==> src/rtl/alu_pkg.sv <==
// Shared widths, limits and the result entry record
// for the multiplier result stage.
package alu_pkg;

    localparam int PW   = 16;
    localparam int ACCW = 24;
    localparam int RW   = 8;

    localparam logic signed [ACCW-1:0] SAT_MAX = 24'sd127;
    localparam logic signed [ACCW-1:0] SAT_MIN = -24'sd128;
    localparam logic signed [ACCW-1:0] ACC_MAX =
        {1'b0, {(ACCW-1){1'b1}}};
    localparam logic signed [ACCW-1:0] ACC_MIN =
        {1'b1, {(ACCW-1){1'b0}}};

    typedef struct packed {
        logic signed [ACCW-1:0] value;
        logic [RW-1:0]          sat;
        logic                   zero;
        logic                   neg;
        logic                   ovf;
    } entry_t;

    function automatic entry_t make_entry(
        input logic signed [ACCW-1:0] v
    );
        entry_t e;
        e.value = v;
        e.zero  = (v == '0);
        e.neg   = v[ACCW-1];
        e.ovf   = 1'b0;
        e.sat   = v[RW-1:0];
        if (v > SAT_MAX) begin
            e.sat = {1'b0, {(RW-1){1'b1}}};
            e.ovf = 1'b1;
        end else if (v < SAT_MIN) begin
            e.sat = {1'b1, {(RW-1){1'b0}}};
            e.ovf = 1'b1;
        end
        return e;
    endfunction

endpackage

==> src/rtl/mult_result_stage_if.sv <==
// Product-in / result-out handshake bundle of the
// multiplier result stage.
interface mult_result_stage_if;
    import alu_pkg::*;

    logic                   in_valid;
    logic                   in_ready;
    logic signed [PW-1:0]   in_prod;
    logic                   in_acc;
    logic                   acc_clr;
    logic                   out_valid;
    logic                   out_ready;
    logic signed [ACCW-1:0] out_value;
    logic [RW-1:0]          out_sat;
    logic                   out_zero;
    logic                   out_neg;
    logic                   out_ovf;
    logic                   acc_sat;

    modport master (
        output in_valid, in_prod, in_acc,
        output acc_clr, out_ready,
        input  in_ready, out_valid, out_value,
        input  out_sat, out_zero, out_neg,
        input  out_ovf, acc_sat
    );

    modport slave (
        input  in_valid, in_prod, in_acc,
        input  acc_clr, out_ready,
        output in_ready, out_valid, out_value,
        output out_sat, out_zero, out_neg,
        output out_ovf, acc_sat
    );

endinterface

==> src/rtl/result_fifo.sv <==
// Generic DEPTH-entry valid/ready FIFO of result
// entries; outputs read zero while empty.
module result_fifo
    import alu_pkg::*;
#(
    parameter int DEPTH = 2
) (
    input  logic   clk,
    input  logic   rst,
    input  logic   push_valid_i,
    output logic   push_ready_o,
    input  entry_t push_data_i,
    output logic   pop_valid_o,
    input  logic   pop_ready_i,
    output entry_t pop_data_o
);

    localparam int AW = $clog2(DEPTH);
    localparam int CW = $clog2(DEPTH + 1);

    entry_t         mem_q [DEPTH];
    logic [AW-1:0]  wptr_q, wptr_d;
    logic [AW-1:0]  rptr_q, rptr_d;
    logic [CW-1:0]  cnt_q, cnt_d;
    logic           push, pop;

    assign push_ready_o = (cnt_q != CW'(DEPTH));
    assign pop_valid_o  = (cnt_q != '0);
    assign push = push_valid_i & push_ready_o;
    assign pop  = pop_valid_o & pop_ready_i;

    // DEPTH is a power of two, so pointers wrap freely
    always_comb begin
        wptr_d = wptr_q + AW'(push);
        rptr_d = rptr_q + AW'(pop);
        cnt_d  = cnt_q + CW'(push) - CW'(pop);
    end

    always_ff @(posedge clk or negedge rst) begin
        if (!rst) begin
            wptr_q <= '0;
            rptr_q <= '0;
            cnt_q  <= '0;
        end else begin
            wptr_q <= wptr_d;
            rptr_q <= rptr_d;
            cnt_q  <= cnt_d;
        end
    end

    always_ff @(posedge clk) begin
        if (push) mem_q[wptr_q] <= push_data_i;
    end

    assign pop_data_o = pop_valid_o ? mem_q[rptr_q] : '0;

endmodule

==> src/rtl/mult_result_stage.sv <==
// Multiplier result stage: optional saturating
// accumulate, 8-bit clamp and flags, FIFO output.
module mult_result_stage
    import alu_pkg::*;
#(
    parameter int DEPTH = 2
) (
    input logic clk,
    input logic rst,
    mult_result_stage_if.slave bus
);

    logic signed [ACCW-1:0] acc_q, acc_d;
    logic                   sat_q, sat_d;
    logic signed [ACCW-1:0] base, sext;
    logic signed [ACCW-1:0] clamp, value;
    logic signed [ACCW:0]   sum;
    logic                   clip, push_ready, push;
    entry_t                 head;

    // A clear at the same edge wins over the old total
    assign base = bus.acc_clr ? '0 : acc_q;
    assign sext = {{(ACCW-PW){bus.in_prod[PW-1]}},
                   bus.in_prod};
    assign sum  = {base[ACCW-1], base}
                + {sext[ACCW-1], sext};
    assign clip = sum[ACCW] ^ sum[ACCW-1];

    always_comb begin
        clamp = sum[ACCW-1:0];
        if (clip) clamp = sum[ACCW] ? ACC_MIN : ACC_MAX;
    end

    assign value = bus.in_acc ? clamp : sext;
    assign push  = bus.in_valid & push_ready;

    always_comb begin
        acc_d = acc_q;
        sat_d = sat_q;
        if (bus.acc_clr) begin
            acc_d = '0;
            sat_d = 1'b0;
        end
        if (push && bus.in_acc) begin
            acc_d = clamp;
            sat_d = sat_d | clip;
        end
    end

    always_ff @(posedge clk or negedge rst) begin
        if (!rst) begin
            acc_q <= '0;
            sat_q <= 1'b0;
        end else begin
            acc_q <= acc_d;
            sat_q <= sat_d;
        end
    end

    result_fifo #(.DEPTH(DEPTH)) u_fifo (
        .clk          (clk),
        .rst          (rst),
        .push_valid_i (bus.in_valid),
        .push_ready_o (push_ready),
        .push_data_i  (make_entry(value)),
        .pop_valid_o  (bus.out_valid),
        .pop_ready_i  (bus.out_ready),
        .pop_data_o   (head)
    );

    assign bus.in_ready  = push_ready;
    assign bus.out_value = head.value;
    assign bus.out_sat   = head.sat;
    assign bus.out_zero  = head.zero;
    assign bus.out_neg   = head.neg;
    assign bus.out_ovf   = head.ovf;
    assign bus.acc_sat   = sat_q;

endmodule

==> src/flat_wrapper.sv <==
// flat-port wrapper written by rule: the top's interface ports become plain ports
module mult_result_stage_flat import alu_pkg::*;
#(
    parameter int DEPTH = 2
)
  (clk, rst, bus_in_valid, bus_in_prod, bus_in_acc, bus_acc_clr, bus_out_ready, bus_in_ready, bus_out_valid, bus_out_value, bus_out_sat, bus_out_zero, bus_out_neg, bus_out_ovf, bus_acc_sat);
  mult_result_stage_if bus_i ();
  input logic clk;
  input logic rst;
  input wire logic [$bits(bus_i.in_valid)-1:0] bus_in_valid;
  input wire logic [$bits(bus_i.in_prod)-1:0] bus_in_prod;
  input wire logic [$bits(bus_i.in_acc)-1:0] bus_in_acc;
  input wire logic [$bits(bus_i.acc_clr)-1:0] bus_acc_clr;
  input wire logic [$bits(bus_i.out_ready)-1:0] bus_out_ready;
  output wire logic [$bits(bus_i.in_ready)-1:0] bus_in_ready;
  output wire logic [$bits(bus_i.out_valid)-1:0] bus_out_valid;
  output wire logic [$bits(bus_i.out_value)-1:0] bus_out_value;
  output wire logic [$bits(bus_i.out_sat)-1:0] bus_out_sat;
  output wire logic [$bits(bus_i.out_zero)-1:0] bus_out_zero;
  output wire logic [$bits(bus_i.out_neg)-1:0] bus_out_neg;
  output wire logic [$bits(bus_i.out_ovf)-1:0] bus_out_ovf;
  output wire logic [$bits(bus_i.acc_sat)-1:0] bus_acc_sat;
  assign bus_i.in_valid = bus_in_valid;
  assign bus_i.in_prod = bus_in_prod;
  assign bus_i.in_acc = bus_in_acc;
  assign bus_i.acc_clr = bus_acc_clr;
  assign bus_i.out_ready = bus_out_ready;
  assign bus_in_ready = bus_i.in_ready;
  assign bus_out_valid = bus_i.out_valid;
  assign bus_out_value = bus_i.out_value;
  assign bus_out_sat = bus_i.out_sat;
  assign bus_out_zero = bus_i.out_zero;
  assign bus_out_neg = bus_i.out_neg;
  assign bus_out_ovf = bus_i.out_ovf;
  assign bus_acc_sat = bus_i.acc_sat;
  mult_result_stage #(.DEPTH(DEPTH)) u_core (.clk(clk), .rst(rst), .bus(bus_i));
endmodule
==> config.mk <==
export PLATFORM = sky130hd
export DESIGN_NAME = mult_result_stage_flat
export DESIGN_NICKNAME = d
export VERILOG_FILES = /design/src/rtl/alu_pkg.sv /design/src/rtl/mult_result_stage_if.sv /design/src/rtl/result_fifo.sv /design/src/rtl/mult_result_stage.sv /design/src/flat_wrapper.sv
export SDC_FILE = /design/constraint.sdc
export NUM_CORES = 1
export LEC_CHECK = 0
export ABC_AREA = 1
export ABC_CLOCK_PERIOD_IN_PS = 5700
export CORE_AREA = 2 2 118 131
export DETAILED_ROUTE_END_ITERATION = 10
export DIE_AREA = 0 0 120 133
export GPL_TIMING_DRIVEN = 0
export SLEW_MARGIN = 5
export SYNTH_ARGS = -nofsm -noshare
export SYNTH_HDL_FRONTEND = slang
export SYNTH_SLANG_ARGS = --single-unit
==> constraint.sdc <==
create_clock -name clk -period 5.7 [get_ports clk]
set_clock_uncertainty 0.2 [all_clocks]
set_input_delay 0.855 -clock clk [delete_from_list [all_inputs] [get_ports clk]]
set_output_delay 0.855 -clock clk [all_outputs]
set_load 0.02 [all_outputs]
### Word level (Yosys, flattened, before mapping)

Memory sizes are Yosys's and may differ from the RTL's.
Index checks and enable logic that the tools add are counted.

* $add $sub $neg: 5
* order comparisons: 2
* eq/ne operators: 1
* multiplexer cells: 14
* bitwise gates (word level): 4
* reductions and logical operators: 3

Operators by type and width (count)
* $mux 24: 5
* $mux 35: 1
* $add 24x16->25: 1
* $gt 24x8->1 const B: 1
* $logic_not 24->1: 1
* $lt 24x8->1 const B: 1
* $mux 8: 2
* $mux 1: 6
* $add 1x1->1: 2
* $add 2x1->2: 1
* $and 1x1->1: 2
* $ne 2x2->1 const B: 1
* $reduce_bool 2->1: 1
* $sub 2x1->2: 1
* $logic_and 1x1->1: 1
* $or 1x1->1: 1
* $xor 1x1->1: 1

* bits in registers: 29
* memory bits (writable): 70
* output and inout port bits: 38
* logic and storage cells: 35
* memories kept: 1

Memory list
* u_core.u_fifo.mem_q: depth 2, bits a word 35, read ports 1, clocked after Yosys merged registers in 0, wr ports 1, line result_fifo.sv:21 `entry_t mem_q [DEPTH];`

### Depth between registers and ports, before layout

Gate-level depths: netlist of the first run.

* word-level depth: 8
* gate-level depth with buffers: 26
* mapped depth without buffers: 26

### Modules after synthesis

A second synthesis of the first run with hierarchy kept.

* cells, all modules: 835
* area total of the unflattened synthesis: 6553.8 sq um

Modules (own cells, without submodules)
* mult_result_stage: instances 1, cells each 619, area each 3524.6 sq um, sequential area each 625.6 sq um
* result_fifo: instances 1, cells each 216, area each 3029.2 sq um, sequential area each 2202.1 sq um

### Worst setup path before layout of the first run

Ideal clock, no wire load.

* path kind: input port to flip-flop
* start point: in bus_acc_clr
* end point: mem u_core.u_fifo.mem_q[0][3] (netlist bit) (data pin)
* arrival: 3360 ps
* required time: 5241 ps
* path slack: 1880 ps
* stages on the path: 26
* buffers on the path: 2
* cell sequence: clkbuf_1 > nor2_1 > ha_1 > inv_1 > fa_1 > inv_1 > nand2_1 > nand2_1 > nand3_1 > nand2_2 > nand2_2 > nand3_2 > nand2_1 > nand2_2 > nand2_4 > buf_6 > nand2_2 > nand2_2 > nand2_2 > nand2_2 > nor2_2 > nand3_1 > nor2_1 > nand3_1 > nand2_2 > nand2_1

RTL lines
* start: declaration: line flat_wrapper.sv:13 `input wire logic [$bits(bus_i.acc_clr)-1:0] bus_acc_clr;`
* end: declaration: line result_fifo.sv:21

==> results of run 1 <==
[where the power goes]
part           switching (mW)  total [mW]  internal (mW)
combinational            1.10        1.75          0.653
clock                   0.271       0.660          0.389
sequential             0.0459        1.04          0.994
[sequential cells by signal, summed over array words and instances, names as in the netlist]
signal,cells
u_core.bus.acc_sat,1
u_core.u_fifo.cnt_q,2
u_core.u_fifo.rptr_q,1
u_core.acc_q,24
u_core.u_fifo.mem_q,68
u_core.u_fifo.wptr_q,1
[placed cells by master (no fill, tap or decap), drive strengths merged, types with 18 or more instances in the layout]
master,n
clkdlybuf4s50,58
dfrtp,29
edfxtp,68
inv,127
clkbuf,25
nand3,34
nand2,345
nand4,18
o21ai,19
ha,28
nor2,68
a21oi,56
[worst reg2reg max path: stages, from the launching register on]
cell     delay (ps)
dfrtp_1         330
inv_1            40
nor2_1          120
ha_1            280
inv_1           110
fa_1            370
inv_1           110
nand2_1          80
nand2_1          80
nand3_1          80
nand2_2         140
nand2_2          90
nand3_2          80
nand2_1          60
nand2_2         120
nand2_4          80
buf_6           150
nand2_1          60
nand2_1          60
nand2_1          60
o21a_1          220
nand3_1         100
nor2_1          100
nand3_1          80
nand2_2         190
nand2_1         110
[area by class of cell]
class,count,area (µm²)
fill,1469,7110
sequential,97,2770
clock buffer,9,225
multi-input combinational,623,3110
inverter,126,473
tap,196,245
clock inverter,7,100
timing repair buffer,59,586
buffer,27,149
[path summary, 6_finish.rpt]
kind | from | endpoint | slack [ps] | cells after the start
worst max-delay path | bus_acc_clr | u_core.u_fifo.mem_q[0][4] | 880 | 26
worst min-delay path | u_core.bus.acc_sat | u_core.bus.acc_sat | 300 | 2
worst max register to register | u_core.acc_q[0] | u_core.u_fifo.mem_q[0][4] | 1920 | 25
worst min register to register | u_core.bus.acc_sat | u_core.bus.acc_sat | 300 | 2
max in group asynchronous | rst | u_core.u_fifo.wptr_q | 4460 | 1
min in group asynchronous | rst | u_core.acc_q[5] | 350 | 1
[metrics by stage]
stage / power, mW / utilization
finish: 3.45 / 0.519
global route: 3.70 / 0.519
CTS: 3.47 / 0.519
detailed placement: 2.81 / 0.496
global placement: 2.81 / 0.496
floorplan: 2.17 / -
[kinds of logic (layout without fill, tap and decap cells)]
family | after synthesis | count (layout) | share of synthesized area
and+or+nand+nor | 483 | 483 | 0.317
DFF | 97 | 97 | 0.426
buffers and inverters | 153 | 228 | 0.0958
adders and majority gates | 29 | 29 | 0.0570
AOI/OAI and AO/OA | 95 | 95 | 0.0821
xor gates and xnor gates | 16 | 16 | 0.0216
[per-layer routing]
metal  global-route usage  vias up  routed length [µm]
met5                    0        -                   0
met4               0.0660        0                 319
met3               0.0228       19                 532
met2                0.384      107                8300
met1                0.285     2534                7580
li1                     -     2908                   -
==> results.toml, run 1 <==
[status]
status = "completed"

[clock_network]
numCtsBuffers = 9
cts_setup_buffers = 0
clk_pin_slew_ps = 70
insertion_delay_ps = 350
htreeDepth = 3
cts_hold_buf = 0
cts.sinks = 97
cts_tree = "done"
cts_root_buf = "clkbuf_16"
cts_resized = 0
cts_buffer_depth = 2

[logic_synthesis]
synth.most_common_cell = "nand2_1"
syn_avg_cell_area_um2 = 7.44
syn_nets = 924
synth_top_area_frac = 0.315
ys.flop_type = "edfxtp_1"
yosys-top-cells-count = "316 x nand2_1, 124 x inv_1, 68 x edfxtp_1"
synth_largest_area_cell = "edfxtp_1"
synth_area_um2 = 6490
yosysWarnings = 0
ys_seq_area_frac = 0.426
synth_seq_cells = 97
synth_edf_count = 68
ys_async_sr_fraction = 0.299
synth_area_leaders = "edfxtp_1 31%, nand2_1 18%, dfrtp_1 11%"
ys_types = 37
synthCells = 873

[worst_setup_path]
critPathRequiredTime_ps = 5590
slowest_stage = "clkdlybuf4s50_1"
max_stage_delay_ps = 450
cp-end-kind = "register"
critPathBufInv = 5
crit_family = "simple AND/OR/NAND/NOR gates"
crit_path_start_kind = "input pin"
critPathArrivalTime_ps = 4710
critPathKind = "input pin to register"
crit_top_cell = "nand2_1"
cp_max_fo = 10

[hold_path]
worst_hold_path_type = "register to register"

[drt]
drt_iter0_markers = 373
drc = 0
routedWlPerCell_um = 14.6
dr.pass1.iters = 4
viasPerCell = 4.87
vias = 5568
antenna_left = 0
drt_wl_total_um = 16700

[cells_and_area]
finalInstanceArea_um2 = 7650
nNetsFinal = 994
syn_to_final_growth_pct = 17.9
drive_gt1_frac = 0.0802
final_cells = 1144
diodes = 0

[sta]
post-route-period-util = 0.846
period_needed_ps = 4820
setup-tns-final_ps = 0
hold_viol_final = 0
setup_violations = 0
slew_headroom = 0.427
holdWs_ps = 295
rsz0062_at_grt = "false"
fin_ws_ps = 879
worst_slew_pin_slew_ps = 860
clock.fmax_ghz = 0.207
slew_violations = 0

[grt]
grt_max_degree = 35
grt_pass1_wl_um = 27300
antenna_found_initial = 0
grt_usage = 0.219
grt_pass1_vias = 5407
gr-total-overflow = 0

[placed_design]
pre_cts_ws_ps = 487
placed_cells_incl_taps = 1128
gp_congestion = 0.970
post_dp_cell_area_um2 = 7330
port_buffers = 59
hpwl_um = 13300

[floorplanning]
die_h_um = 133
boundaryPins = 60
dieArea_um2 = 16000
die-width_um = 120
start_util = 0.440
row_count = 47
coreArea_um2 = 14800

[job]
cap_violations = 0

[pwr]
ir_worst_vdd_uv = 154
p_leak_nw = 3.66
powerDensity_nw_per_um2 = 451
Power figures use the tool's default switching activity.
==> run 2: changes to the inputs <==
Settings changed: ABC_CLOCK_PERIOD_IN_PS 5700 to 4000, PLACE_DENSITY from default to 0.67.
Clock period 5.7 ns to 4 ns, I/O delays scaled along.
==> run 2 against run 1 <==
Effect of this change: critical path depth shrank 3; largest power group unchanged; critical endpoint is now u_core.u_fifo.mem_q[1][2]; routed wire length decreased by 2.3%; core utilization up 1.5 points.
==> results.toml, run 2 (synthesis gave the netlist of run 1 again) <==
[sta]
slew_headroom = 0.447
setup-tns-final_ps = 0
slew_violations = 0
period_needed_ps = 3770
holdWs_ps = 87.3
post-route-period-util = 0.943
setup_violations = 0
worst_slew_pin_slew_ps = 829
clock.fmax_ghz = 0.265
hold_viol_final = 0

[floorplanning]
dieArea_um2 = 16000
coreArea_um2 = 14800
row_count = 47
start_util = 0.440
die-width_um = 120
die_h_um = 133
boundaryPins = 60

[worst_setup_path]
r2r_start = "u_core.acc_q[0]"
worstSetupEndpoint = "u_core.u_fifo.mem_q[1][2]"
path_depth = 23
critPathArrivalTime_ps = 3750
cp_max_fo = 10
worstRegToRegCells = 22
r2r-end = "u_core.u_fifo.mem_q[1][2]"
crit_family = "simple AND/OR/NAND/NOR gates"
worstSetupStartpoint = "bus_acc_clr"
r2r_slack_ps = 560
critPathKind = "input pin to register"
critPathRequiredTime_ps = 3980
critPathBufInv = 6
cp-end-kind = "register"
slowest_stage = "fa_2"
crit_path_start_kind = "input pin"
crit_path_cell_trace = "dlygate4sd2_1 > clkbuf_8 > nor2_4 > ha_2 > inv_1 > fa_2 > inv_2 > nand2_1 > nand2_1 > nand3_1 > nand2_2 > nand2_2 > nand4_1 > nand2_2 > nand2_4 > buf_6 > buf_6 > o21ai_0 > o21ai_1 > nand4_1 > nor2_1 > nand2_1 > nor2_1"
max_stage_delay_ps = 350

[cells_and_area]
fill_cells = 1443
syn_to_final_growth_pct = 21.3
final_cells = 1158
multi_input_area_um2 = 3240
largest_reg_flops = 68
largest_register = "u_core.u_fifo.mem_q"
drive_gt1_frac = 0.136
final_common_cell = "nand2_1"
reg_top3 = "u_core.u_fifo.mem_q: 68 flops, u_core.acc_q: 24 flops, u_core.u_fifo.cnt_q: 2 flops"
seq_area_um2 = 2770
nNetsFinal = 1008
diodes = 0
layout_common_cells = "307 x nand2_1, 123 x inv_1, 68 x edfxtp_1"

[status]
status = "completed"

[drt]
drt_iter0_markers = 393
drc = 0
vias = 5693
drt_wl_total_um = 16300
viasPerCell = 4.92
antenna_left = 0
dr.pass1.iters = 4
routedWlPerCell_um = 14.1

[grt]
grt_pass1_wl_um = 26700
grt_pass1_vias = 5391
gr-total-overflow = 0
grt_max_degree = 35
grt_usage = 0.211
antenna_found_initial = 0

[clock_network]
cts_buffer_depth = 2
cts_hold_buf = 0
htreeDepth = 3
cts_tree = "done"
cts_root_buf = "clkbuf_16"
clk_pin_slew_ps = 70
numCtsBuffers = 9
cts.sinks = 97
insertion_delay_ps = 350

[hold_path]
worst_hold_path_type = "input pin to asynchronous set/reset pin"

[pwr]
p_leak_nw = 3.74
ir_worst_vdd_uv = 232
powerDensity_nw_per_um2 = 620

[placed_design]
gp_congestion = 0.987
placed_cells_incl_taps = 1128
hpwl_um = 12700
port_buffers = 59

[job]
cap_violations = 0
[run 2: cell types whose count changed in the layout (fill, tap and decap cells not counted), sizes merged]
cell / change
clkbuf: -1
clkinv: +2
dlygate4sd2: +1
bufinv: -2
dlymetal6s2s: +1
buf: +15
clkdlybuf4s50: -2
[run 2: layout make-up]
type / count / area share
multi-input combinational: 623 / 0.411
sequential: 97 / 0.351
timing repair buffer: 73 / 0.0891
inverter: 126 / 0.0601
tap: 196 / 0.0311
clock buffer: 9 / 0.0286
buffer: 27 / 0.0207
clock inverter: 7 / 0.00779
[run 2: where the power goes]
part | total [mW] | leakage, nW | switching (mW) | internal, mW
registers | 1.48 | 1.01 | 0.0659 | 1.42
logic | 2.59 | 2.59 | 1.60 | 0.982
clock network | 0.817 | 0.140 | 0.384 | 0.433
total | 4.88 | 3.74 | 2.05 | 2.83
[run 2: how the worst min path moves through the flow]
stage | start | endpoint | cells past startpoint
global route | rst | u_core.acc_q[5] | 1
detailed placement | u_core.bus.acc_sat | u_core.bus.acc_sat | 2
global placement | u_core.bus.acc_sat | u_core.bus.acc_sat | 2
CTS | rst | u_core.acc_q[4] | 1
finish | rst | u_core.acc_q[5] | 1
floorplan | rst | u_core.acc_q[0] | 0
[run 2: metrics by stage]
stage | setup slack (ps) | total power [mW] | util | cell area, µm²
floorplan | 435 | 3.10 | - | 6490
global placement | -927 | 3.97 | 0.496 | 7330
detailed placement | -910 | 3.99 | 0.496 | 7330
CTS | 24.2 | 4.84 | 0.523 | 7720
global route | -10.3 | 5.23 | 0.534 | 7880
finish | 226 | 4.88 | 0.534 | 7880
[run 2: worst register-to-register path, delay by kind of cell (launching register included)]
| family | cells | cell delay, ps |
|---|---|---|
| AOI/OAI and AO/OA | 2 | 330 |
| buffers and inverters | 5 | 510 |
| DFF | 1 | 330 |
| adders and majority gates | 2 | 550 |
| and+or+nand+nor | 13 | 1380 |
[run 2: timing repair]
action | 4_1_cts | 5_1_grt
resized for setup | 16 | 37
cloned | 0 | 1
pin swaps | 5 | 9
buffers inserted | 7 | 6
endpoints found under the setup margin | 28 | 18
[run 2: routing by layer]
metal | vias up | global-route usage | part of all wire
li1 | 2936 | - | -
met1 | 2592 | 0.277 | 0.44
met2 | 146 | 0.364 | 0.50
met3 | 19 | 0.0237 | 0.044
met4 | 0 | 0.0686 | 0.018
met5 | - | 0 | 0
==> run 3: changes to the inputs <==
Settings changed: GPL_TIMING_DRIVEN 0 to default, PLACE_DENSITY 0.67 to 0.68, REMOVE_ABC_BUFFERS from default to 1.
==> run 3 against run 2 <==
Effect of this change: sequential cell count unchanged; register-to-register slack improved by 30 ps; critical endpoint is now u_core.u_fifo.mem_q[0][2]; non-clock buffer count increased by 123; combinational power up 24%; die area unchanged; final cell count grew 11%; count of clock-buffer cells in the layout unchanged; sequential share of layout area fell by 5.8 points.
==> results.toml, run 3 (synthesis gave the netlist of run 1 again) <==
[pwr]
powerDensity_nw_per_um2 = 589
seq_power_share = 0.268
ir_worst_vdd_uv = 280
p_leak_nw = 4.44
pwr-share-comb = 0.580
switching_share = 0.415
total_power_mw = 5.55
intPower_mw = 3.24
power_switching_mw = 2.30
clockPowerShare = 0.151

[job]
cap_violations = 0

[cells_and_area]
diodes = 0
layout_common_cells = "277 x nand2_1, 157 x buf_4, 122 x inv_1"
final_common_cell = "nand2_1"
largest_reg_flops = 68
fin_util = 0.638
reg_top3 = "u_core.u_fifo.mem_q: 68 flops, u_core.acc_q: 24 flops, u_core.u_fifo.cnt_q: 2 flops"
drive_gt1_frac = 0.316
nNetsFinal = 1132
syn_to_final_growth_pct = 45.0
finalInstanceArea_um2 = 9420
largest_register = "u_core.u_fifo.mem_q"

[drt]
drc = 0
m1WireLength_um = 8030
drt_wl_total_um = 19300
routedWlPerCell_um = 15.0
antenna_left = 0
met3_length_um = 766
dr.pass1.iters = 5
vias = 6396
drt_iter0_markers = 466
topRoutingLayerUsed = "met4"
routed-wl-met2_um = 10000
viasPerCell = 4.99

[sta]
worst_slew_pin_slew_ps = 1030
slew_headroom = 0.309
period_needed_ps = 3870
clock.fmax_ghz = 0.258
slew_violations = 0
fin_ws_ps = 130
setup_violations = 0
hold_viol_final = 0
rsz0062_at_grt = "true"
post-route-period-util = 0.967

[placed_design]
port_buffers = 59
pre_cts_ws_ps = -582
post_dp_cell_area_um2 = 8270
hpwl_um = 13400
gp_congestion = 0.931

[clock_network]
clk_pin_slew_ps = 70
cts_buffer_depth = 2
numCtsBuffers = 9
cts_hold_buf = 0
cts_root_buf = "clkbuf_16"
cts_tree = "done"
cts.sinks = 97
htreeDepth = 3
insertion_delay_ps = 360

[worst_setup_path]
critPathRequiredTime_ps = 4010
critPathKind = "input pin to register"
r2r_start = "u_core.acc_q[0]"
crit_path_start_kind = "input pin"
critPathArrivalTime_ps = 3880
worstSetupStartpoint = "bus_acc_clr"
cp_max_fo = 8
cp-end-kind = "register"

[hold_path]
worst_hold_path_type = "register to register"
worstHoldStart = "u_core.bus.acc_sat"

[floorplanning]
die-width_um = 120
coreArea_um2 = 14800
die_h_um = 133
row_count = 47
start_util = 0.440
boundaryPins = 60
dieArea_um2 = 16000

[grt]
antenna_found_initial = 0
grt_max_degree = 41
grt_pass1_wl_um = 28700
gr-total-overflow = 0
grt_pass1_vias = 5917
grt_usage = 0.229

[status]
status = "completed"
[run 3: worst max-delay path: stages]
cell and delay (ps):
clkdlybuf4s50_1 420, buf_6 160, buf_12 160, nor2_2 180, ha_4 240, nand2_1 80, nand2_2 80, nand2_2 60
nand2_2 60, a21oi_2 140, buf_4 130, nand4_1 140, nand2_4 160, nand2_8 100, buf_4 160, nand2_1 80
inv_1 80, nand2_1 60, nand2_1 80, nand2_1 130, nand2_1 120, nor4_2 170, nand3_1 140, nor2_2 150
[run 3: final timing paths]
check	to	slack, ps	cells past startpoint
worst min register to register	u_core.bus.acc_sat	390	2
worst min-delay path	u_core.bus.acc_sat	390	2
min in group asynchronous	u_core.acc_q[5]	430	2
worst max register to register	u_core.u_fifo.mem_q[0][2]	590	21
max in group asynchronous	u_core.acc_q[19]	2860	2
worst max-delay path	u_core.u_fifo.mem_q[0][2]	130	24
[run 3: final cells by class]
type / instances / area [µm²]
multi-input cells: 624 / 3760
well taps: 196 / 245
inverters: 126 / 473
clock inverters: 7 / 65.1
repair buffers: 223 / 1880
flip-flops and latches: 97 / 2770
clock buffers: 9 / 225
fillers: 1251 / 5340
[run 3: through the flow]
| stage | setup TNS [ps] | std cells | hold slack, ps |
|---|---|---|---|
| finish | 0 | 1282 | 394 |
| global route | -639 | 1282 | 402 |
| CTS | 0 | 1263 | 353 |
| detailed placement | -12020 | 1245 | 337 |
| global placement | -10560 | 1245 | 332 |
| floorplan | 0 | 846 | 104 |
[run 3: metal layers]
| metal | up-vias | track usage |
|---|---|---|
| met3 | 33 | 0.0280 |
| met1 | 3016 | 0.292 |
| met5 | - | 0 |
| met2 | 165 | 0.403 |
| li1 | 3182 | - |
| met4 | 0 | 0.0699 |
[run 3: power groups by stage]
stage / clock network, mW / logic (mW) / registers [mW]
global placement: 0 / 2.84 / 1.50
global route: 0.890 / 3.48 / 1.51
finish: 0.840 / 3.22 / 1.49
CTS: 0.849 / 2.92 / 1.49
detailed placement: 0 / 2.87 / 1.51
floorplan: 0 / 1.49 / 1.53
[run 3: timing repair]
item,CTS,global route
pin swaps,8,40
cloned,0,2
endpoints found under the setup margin,18,30
buffers inserted,2,17
resized for setup,19,136
